### src/rtl/fb_port_arbiter.sv
// Arbitrates one single-port frame-buffer RAM between the display reader (priority)
// and the capture writer (buffered through a small FIFO, with a starvation guard).
module fb_port_arbiter #(
    parameter int ADDR_W       = 15,
    parameter int DATA_W       = 8,
    parameter int FB_DEPTH     = 19200,
    parameter int WFIFO_DEPTH  = 4,
    parameter int STARVE_LIMIT = 8
) (
    input  logic              clk,
    input  logic              rst,
    input  logic              wr_req,
    input  logic [ADDR_W-1:0] wr_addr,
    input  logic [DATA_W-1:0] wr_data,
    output logic              wr_ready,
    input  logic              rd_req,
    input  logic [ADDR_W-1:0] rd_addr,
    output logic              rd_gnt,
    output logic              rd_valid,
    output logic [DATA_W-1:0] rd_data,
    output logic [ADDR_W-1:0] mem_addr,
    output logic              mem_we,
    output logic [DATA_W-1:0] mem_wdata,
    input  logic [DATA_W-1:0] mem_rdata,
    output logic              wr_overflow,
    output logic              wr_drop
);

    localparam int IDX_W = $clog2(WFIFO_DEPTH);
    localparam int PTR_W = IDX_W + 1;
    localparam int SC_W  = $clog2(STARVE_LIMIT + 1);

    localparam logic [ADDR_W-1:0] FB_END = ADDR_W'(FB_DEPTH);
    localparam logic [SC_W-1:0]   SC_MAX = SC_W'(STARVE_LIMIT);

    logic [ADDR_W-1:0] fifo_addr [WFIFO_DEPTH];
    logic [DATA_W-1:0] fifo_data [WFIFO_DEPTH];
    logic [PTR_W-1:0]  wp;
    logic [PTR_W-1:0]  rp;
    logic [SC_W-1:0]   sc;

    logic              empty;
    logic              full;
    logic              push;
    logic              grant_rd;
    logic              grant_wr;
    logic [ADDR_W-1:0] head_addr;
    logic [DATA_W-1:0] head_data;
    logic              head_in_range;

    // Read pipeline: stage 1 tracks the cycle the address is on the RAM port.
    logic              rd_pend;
    logic              rd_pend_oor;
    logic              rd_oor;

    assign empty    = (wp == rp);
    assign full     = (wp[PTR_W-1] != rp[PTR_W-1]) && (wp[IDX_W-1:0] == rp[IDX_W-1:0]);
    assign wr_ready = !full;
    assign push     = wr_req && !full;

    assign head_addr     = fifo_addr[rp[IDX_W-1:0]];
    assign head_data     = fifo_data[rp[IDX_W-1:0]];
    assign head_in_range = (head_addr < FB_END);

    assign grant_rd = rd_req && !(!empty && (sc == SC_MAX));
    assign grant_wr = !empty && !grant_rd;
    assign rd_gnt   = grant_rd;

    // RAM data arrives combinationally in the rd_valid cycle; out-of-range reads return zero.
    assign rd_data = (rd_valid && !rd_oor) ? mem_rdata : '0;

    always_ff @(posedge clk) begin
        if (push) begin
            fifo_addr[wp[IDX_W-1:0]] <= wr_addr;
            fifo_data[wp[IDX_W-1:0]] <= wr_data;
        end
    end

    always_ff @(posedge clk) begin
        if (rst) begin
            wp          <= '0;
            rp          <= '0;
            sc          <= '0;
            mem_addr    <= '0;
            mem_we      <= 1'b0;
            mem_wdata   <= '0;
            rd_pend     <= 1'b0;
            rd_pend_oor <= 1'b0;
            rd_valid    <= 1'b0;
            rd_oor      <= 1'b0;
            wr_overflow <= 1'b0;
            wr_drop     <= 1'b0;
        end else begin
            if (push) begin
                wp <= wp + 1'b1;
            end
            if (wr_req && full) begin
                wr_overflow <= 1'b1;
            end

            if (grant_wr || empty) begin
                sc <= '0;
            end else if (grant_rd && (sc != SC_MAX)) begin
                sc <= sc + 1'b1;
            end

            mem_we <= 1'b0;
            if (grant_wr) begin
                rp        <= rp + 1'b1;
                mem_addr  <= head_addr;
                mem_wdata <= head_data;
                mem_we    <= head_in_range;
                if (!head_in_range) begin
                    wr_drop <= 1'b1;
                end
            end else if (grant_rd) begin
                mem_addr <= rd_addr;
            end

            rd_pend     <= grant_rd;
            rd_pend_oor <= grant_rd && (rd_addr >= FB_END);
            rd_valid    <= rd_pend;
            rd_oor      <= rd_pend_oor;
        end
    end

endmodule

### config.mk
export PLATFORM = sky130hd
export DESIGN_NAME = fb_port_arbiter
export DESIGN_NICKNAME = d
export VERILOG_FILES = /design/src/rtl/fb_port_arbiter.sv
export SDC_FILE = /design/constraint.sdc
export NUM_CORES = 1
export LEC_CHECK = 0
export ABC_AREA = 1
export CAP_MARGIN = 15
export CORE_UTILIZATION = 28
export CTS_CLUSTER_SIZE = 14
export DETAILED_ROUTE_END_ITERATION = 8
export HOLD_SLACK_MARGIN = 0.06
export SETUP_SLACK_MARGIN = 0.2
export SLEW_MARGIN = 20
export SYNTH_ARGS = -nofsm -noshare
export SYNTH_HDL_FRONTEND = slang
export SYNTH_SLANG_ARGS = --single-unit
### constraint.sdc
create_clock -name clk -period 5.81 [get_ports clk]
set_input_delay 0.8715 -clock clk [delete_from_list [all_inputs] [get_ports clk]]
set_output_delay 0.8715 -clock clk [all_outputs]
set_load 0.01 [all_outputs]
Word-level counts from Yosys, hierarchy flattened
Memories as Yosys holds them, arrays and structs flattened. A register that Yosys moved wholly into a read port is not among the register bits.
Cells that the tools add are included.
- register bits: 32
- latch bits: 0
- RAM bits: 92
- memory bits (read-only): 0
- input port bits: 50
- output and inout port bits: 37
- word-level logic and storage cells: 51
- memories kept: 2
- memory list (name ; words ; bits a word ; rd ports ; clocked after memory_dff ; write ports ; line ; RTL):
    fifo_addr ; 4 ; 15 ; 1 ; 1 ; 1 ; 36 ; logic [ADDR_W-1:0] fifo_addr [WFIFO_DEPTH];
    fifo_data ; 4 ; 8 ; 1 ; 1 ; 1 ; 37 ; logic [DATA_W-1:0] fifo_data [WFIFO_DEPTH];
- $add $sub $neg: 3
- multipliers: 0
- divide/modulo/power cells: 0
- magnitude comparators: 2
- equality and inequality tests: 5
- shift operators: 0
- mux-type cells: 7
- bitwise operators: 2
- reduce and logical (&&, ||, !) cells: 19
- operators by type and width (cell ; number):
    $mux 15 ; 2
    $ge 15x15->1 const B ; 1
    $lt 15x15->1 const B ; 1
    $logic_and 1x1->1 ; 9
    $mux 8 ; 1
    $add 3x1->3 const B ; 2
    $logic_not 1->1 ; 5
    $add 4x1->4 const B ; 1
    $eq 4x4->1 const B ; 1
    $mux 2 ; 2
    $ne 4x4->1 const B ; 1
    $reduce_or 2->1 ; 2
    $eq 3x3->1 ; 1
    $eq 2x2->1 ; 1
    $mux 1 ; 2
    $not 1->1 ; 2
    $reduce_and 2->1 ; 1
    $reduce_bool 2->1 ; 1
    $logic_or 1x1->1 ; 1
    $ne 1x1->1 ; 1

Longest topological paths before layout
- word-level depth: 9
- gate-level depth with buffers: 11
- mapped depth without buffers: 10

Worst setup path before layout
Ideal clock, no wire load.
- path type: reg-to-reg
- start: reg rp[2]
- end: mem fifo_addr[3][0] (enable)
- setup time: 0.404 ns
- arrival: 2.023 ns
- required time: 5.406 ns
- path slack: 3.383 ns
- cell stages (with the launch flop): 6
- buffers on the path: 0
- clock period less this slack: 2.427 ns
- cell sequence: dfxtp_1 -> xnor2_1 -> inv_1 -> nand2_1 -> nand2_2 -> nor2_1
- cells in the longest elaborated chain, start to end: 6
- ends and longest elaborated chain (what ; line ; RTL):
    from (decl) ; 39 ; logic [PTR_W-1:0] rp;
    from (signal assigned) ; 109 ; rp <= rp + 1'b1;
    $ne 1x1->1 ; 57 ; assign full = (wp[PTR_W-1] != rp[PTR_W-1]) && (wp[IDX_W-1:0] == rp[IDX_W-1:0]);
    $logic_and 1x1->1 ; 57 ;
    $logic_not 1->1 ; n/a ;
    via wr_ready ; 15 ; output logic wr_ready,
    $logic_and 1x1->1 ; 59 ; assign push = wr_req && !full;
    $mux 1 ; 73 ; if (push) begin
    $mux 1 (implied by the code) ; 74 ; fifo_addr[wp[IDX_W-1:0]] <= wr_addr;
    to (decl) ; 36 ;
The timed path passes the listed nets, and every way through them passes these cells.

Worst setup path in the final report
- start: in rd_req
- end: out rd_gnt
- cells in the longest elaborated chain, start to end: 1
- ends and longest elaborated chain (what ; line ; RTL):
    from (decl) ; 16 ; input logic rd_req,
    $logic_and 1x1->1 ; 65 ; assign grant_rd = rd_req && !(!empty && (sc == SC_MAX));
    to (decl) ; 18 ; output logic rd_gnt,
No other way between the ends.

==> results.sh <==
export IMPL_status="complete, no violations"
export IMPL_end_kind="output pin"
export IMPL_synth_yosys_seq_area_share=0.659
export IMPL_slew_headroom=0.343
export IMPL_fin_skew_ns=0.0133
export IMPL_p_leak_nw=2.73
export IMPL_cts_clk_slew_worst_paths_ns=0.06
export IMPL_rsz0062_at_grt="false"
export IMPL_clockPowerShare=0.387
export IMPL_place_area_mm2=0.00656
export IMPL_powerDensity_mw_per_mm2=378
export IMPL_cts_sinks=134
export IMPL_grt_use_total=0.131
export IMPL_initialDrtViolationCount=207
export IMPL_drive_gt1_frac=0.0793
export IMPL_port_buffers=86
export IMPL_hpwlAfterDp_um=8280
export IMPL_critPathSlowestCell="nand2_2"
export IMPL_grt_overflow=0
export IMPL_synth_top_cells_by_area="edfxtp_1 (51%), dfxtp_1 (15%), nor2_1 (5.5%)"
export IMPL_min_path_type="reg2reg"
export IMPL_ctsResizeCount=0
export IMPL_min_period_ns=4.07
export IMPL_yosysTopAreaCellShare=0.505
export IMPL_finalHoldViolations=0
export IMPL_cts_made_buffers=17
export IMPL_avgSynthCellArea_um2=10.5
export IMPL_core_mm2=0.0190
export IMPL_combPwrFrac=0.185
export IMPL_cts_tree="built"
export IMPL_slowest_delay_ns=0.60
export IMPL_syn_nets=580
export IMPL_crit_buf_inv=3
export IMPL_arrival_ns=3.20
export IMPL_crit_family="simple AND/OR/NAND/NOR gates"
export IMPL_path_cells="clkdlybuf4s50_1, nand2_1, nand2_2, nand2_2, inv_1, clkdlybuf4s50_1"
export IMPL_grt_pass1_vias=3648
export IMPL_setup_viol=0
export IMPL_syn_to_final_growth_pct=30.6
export IMPL_worst_pin_slew_ns=0.984
export IMPL_dieArea_mm2=0.0201
export IMPL_setup_tns_ns=0
export IMPL_final_max_slew_viol_count=0
export IMPL_routed_via_density=4.46
export IMPL_cts_setup_buffers=0
export IMPL_ant_nets=0
export IMPL_yosys_area_top_type="edfxtp_1"
export IMPL_netSwitchingFraction=0.281
export IMPL_die_y_um=142
export IMPL_die_x_um=142
export IMPL_worstPathMaxFanout=29
export IMPL_finish_instance_area_mm2=0.00714
export IMPL_via_count=3914
export IMPL_routed_wl_um=12700
export IMPL_grt_first_pass_wirelength_um=19300
export IMPL_grt_max_degree=34
export IMPL_p_seq_frac=0.428
export IMPL_post_layout_nonfiller_instances=878
export IMPL_timing_fmax_mhz=246
export IMPL_start_util=0.289
export IMPL_synth_cells=523
export IMPL_antennaDiodeCount=0
export IMPL_cp_start_kind="primary input"
export IMPL_vdd_drop_max_v=0.000196
export IMPL_crit_type="in2out"
export IMPL_nNetsFinal=662
export IMPL_drc=0
export IMPL_yosysWarningCount=0
export IMPL_fp_row_count=50
export IMPL_worstSkewPairLatency_ns=0.42
export IMPL_cts_buffer_depth=2
export IMPL_ios=87
export IMPL_clockRootBuffer="clkbuf_16"
export IMPL_p_sw_mw=0.757
export IMPL_synth_area_mm2=0.00547
export IMPL_ys_types=35
export IMPL_maxCapViolations=0
export IMPL_antenna_found_initial=0
export IMPL_drtPass1Iterations=4
export IMPL_fin_crit_sh=0.701
export IMPL_htree_levels=4
export IMPL_hold_buffers=0
export IMPL_fin_util=0.377
export IMPL_p_int_mw=1.94
export IMPL_ys_seq_elements=134
export IMPL_finalPower_mw=2.70
export IMPL_dp_cells=846
export IMPL_avgRoutedWirePerCell_um=14.5
export IMPL_gp_congestion=0.760
export IMPL_crit_required_ns=4.94
[layout make-up]
class | instances | area [um^2]
clock buffer | 18 | 429
sequential | 134 | 3600
clock inverter | 14 | 153
tap | 260 | 325
multi-input combinational | 305 | 1530
timing repair buffer | 88 | 876
inverter | 59 | 221
fill | 1857 | 11800
[registers in the layout, summed over array words and instances, names as in the netlist, named ones only]
name / count
mem_wdata: 8
rd_valid: 1
rd_pend_oor: 1
fifo_data: 32
wr_drop: 1
sc: 4
wr_overflow: 1
mem_we: 1
rd_pend: 1
rp: 3
fifo_addr: 60
rd_oor: 1
mem_addr: 15
wp: 3
[worst paths after layout]
kind | start | endpoint | slack [ns] | cells after the start
setup / recovery | rd_req | rd_gnt | 1.74 | 6
hold / removal | rd_pend_oor$_SDFF_PP0_ | rd_oor$_SDFF_PP0_ | 0.40 | 2
setup reg to reg | rp[0]$_SDFFE_PP0P_ | mem_addr[5]$_SDFFE_PP0P_ | 3.31 | 6
hold reg to reg | rd_pend_oor$_SDFF_PP0_ | rd_oor$_SDFF_PP0_ | 0.40 | 2
[placed cells by master (no fill, tap or decap), types with 3 or more instances in the layout]
master           instances
or2_0                    7
o21ai_0                 55
a21oi_1                 12
nand3_1                 41
xor2_1                   3
o22ai_1                 15
nand4_1                  3
nand2_1                 61
dfxtp_1                 42
nand2_2                  3
nor2_1                  76
clkinvlp_4               4
clkdlybuf4s50_1         86
nor2_4                   4
edfxtp_1                92
inv_1                   56
clkbuf_16               17
clkinv_4                 4
ha_1                     7
[stage by stage]
step	hold slack, ns	setup slack (ns)
after global routing	0.409	1.56
after global placement	0.393	1.80
after floorplan	0.388	3.38
final	0.397	1.74
after CTS	0.402	1.74
after detailed placement	0.397	1.75
[synth_stat cells]
library cell,count
a211oi_1,1
a21oi_1,12
a31oi_1,1
and3_1,1
buf_1,2
buf_2,4
buf_4,2
buf_6,4
clkbuf_1,13
clkinv_1,1
dfxtp_1,42
edfxtp_1,92
ha_1,7
inv_1,56
inv_2,2
nand2_1,61
nand2_2,3
nand2_4,1
nand3_1,41
nand3b_1,2
nand4_1,3
nor2_1,80
nor2_2,1
nor2_4,1
nor3_1,1
nor3b_1,1
o211ai_1,2
o21ai_0,55
o21ai_1,1
o22ai_1,15
or2_0,7
or2_2,2
xnor2_1,1
xor2_1,3
xor2_2,2
[power by group through the flow]
stage                     registers [mW]  clock network (mW)  logic (mW)
after CTS                           1.15                1.06       0.506
final                               1.15                1.04       0.499
after global placement              1.17                   0       0.498
after detailed placement            1.17                   0       0.504
after global routing                1.16                1.10       0.557
after floorplan                     1.17                   0       0.305
[logic make-up after synthesis]
group,synth area share
AOI/OAI and AO/OA,0.0846
buffers and inverters,0.0654
DFF,0.659
xor gates and xnor gates,0.0124
adders and majority gates,0.0160
and+or+nand+nor,0.163
[routing by layer]
metal,share of wire,GRT usage,wire length [um]
met1,0.44,0.155,5630
met2,0.47,0.210,5950
met3,0.057,0.0358,718
met4,0.031,0.0843,392
met5,0,0,0
[worst register-to-register path, delay by kind of cell, from the launching register on]
kind	cells	cell delay (ns)
buffers and inverters	1	0.05
AND/OR/NAND/NOR	4	1.40
XOR/XNOR	1	0.19
flip-flops	1	0.76
Note: power is estimated with default switching activity, not from simulation.
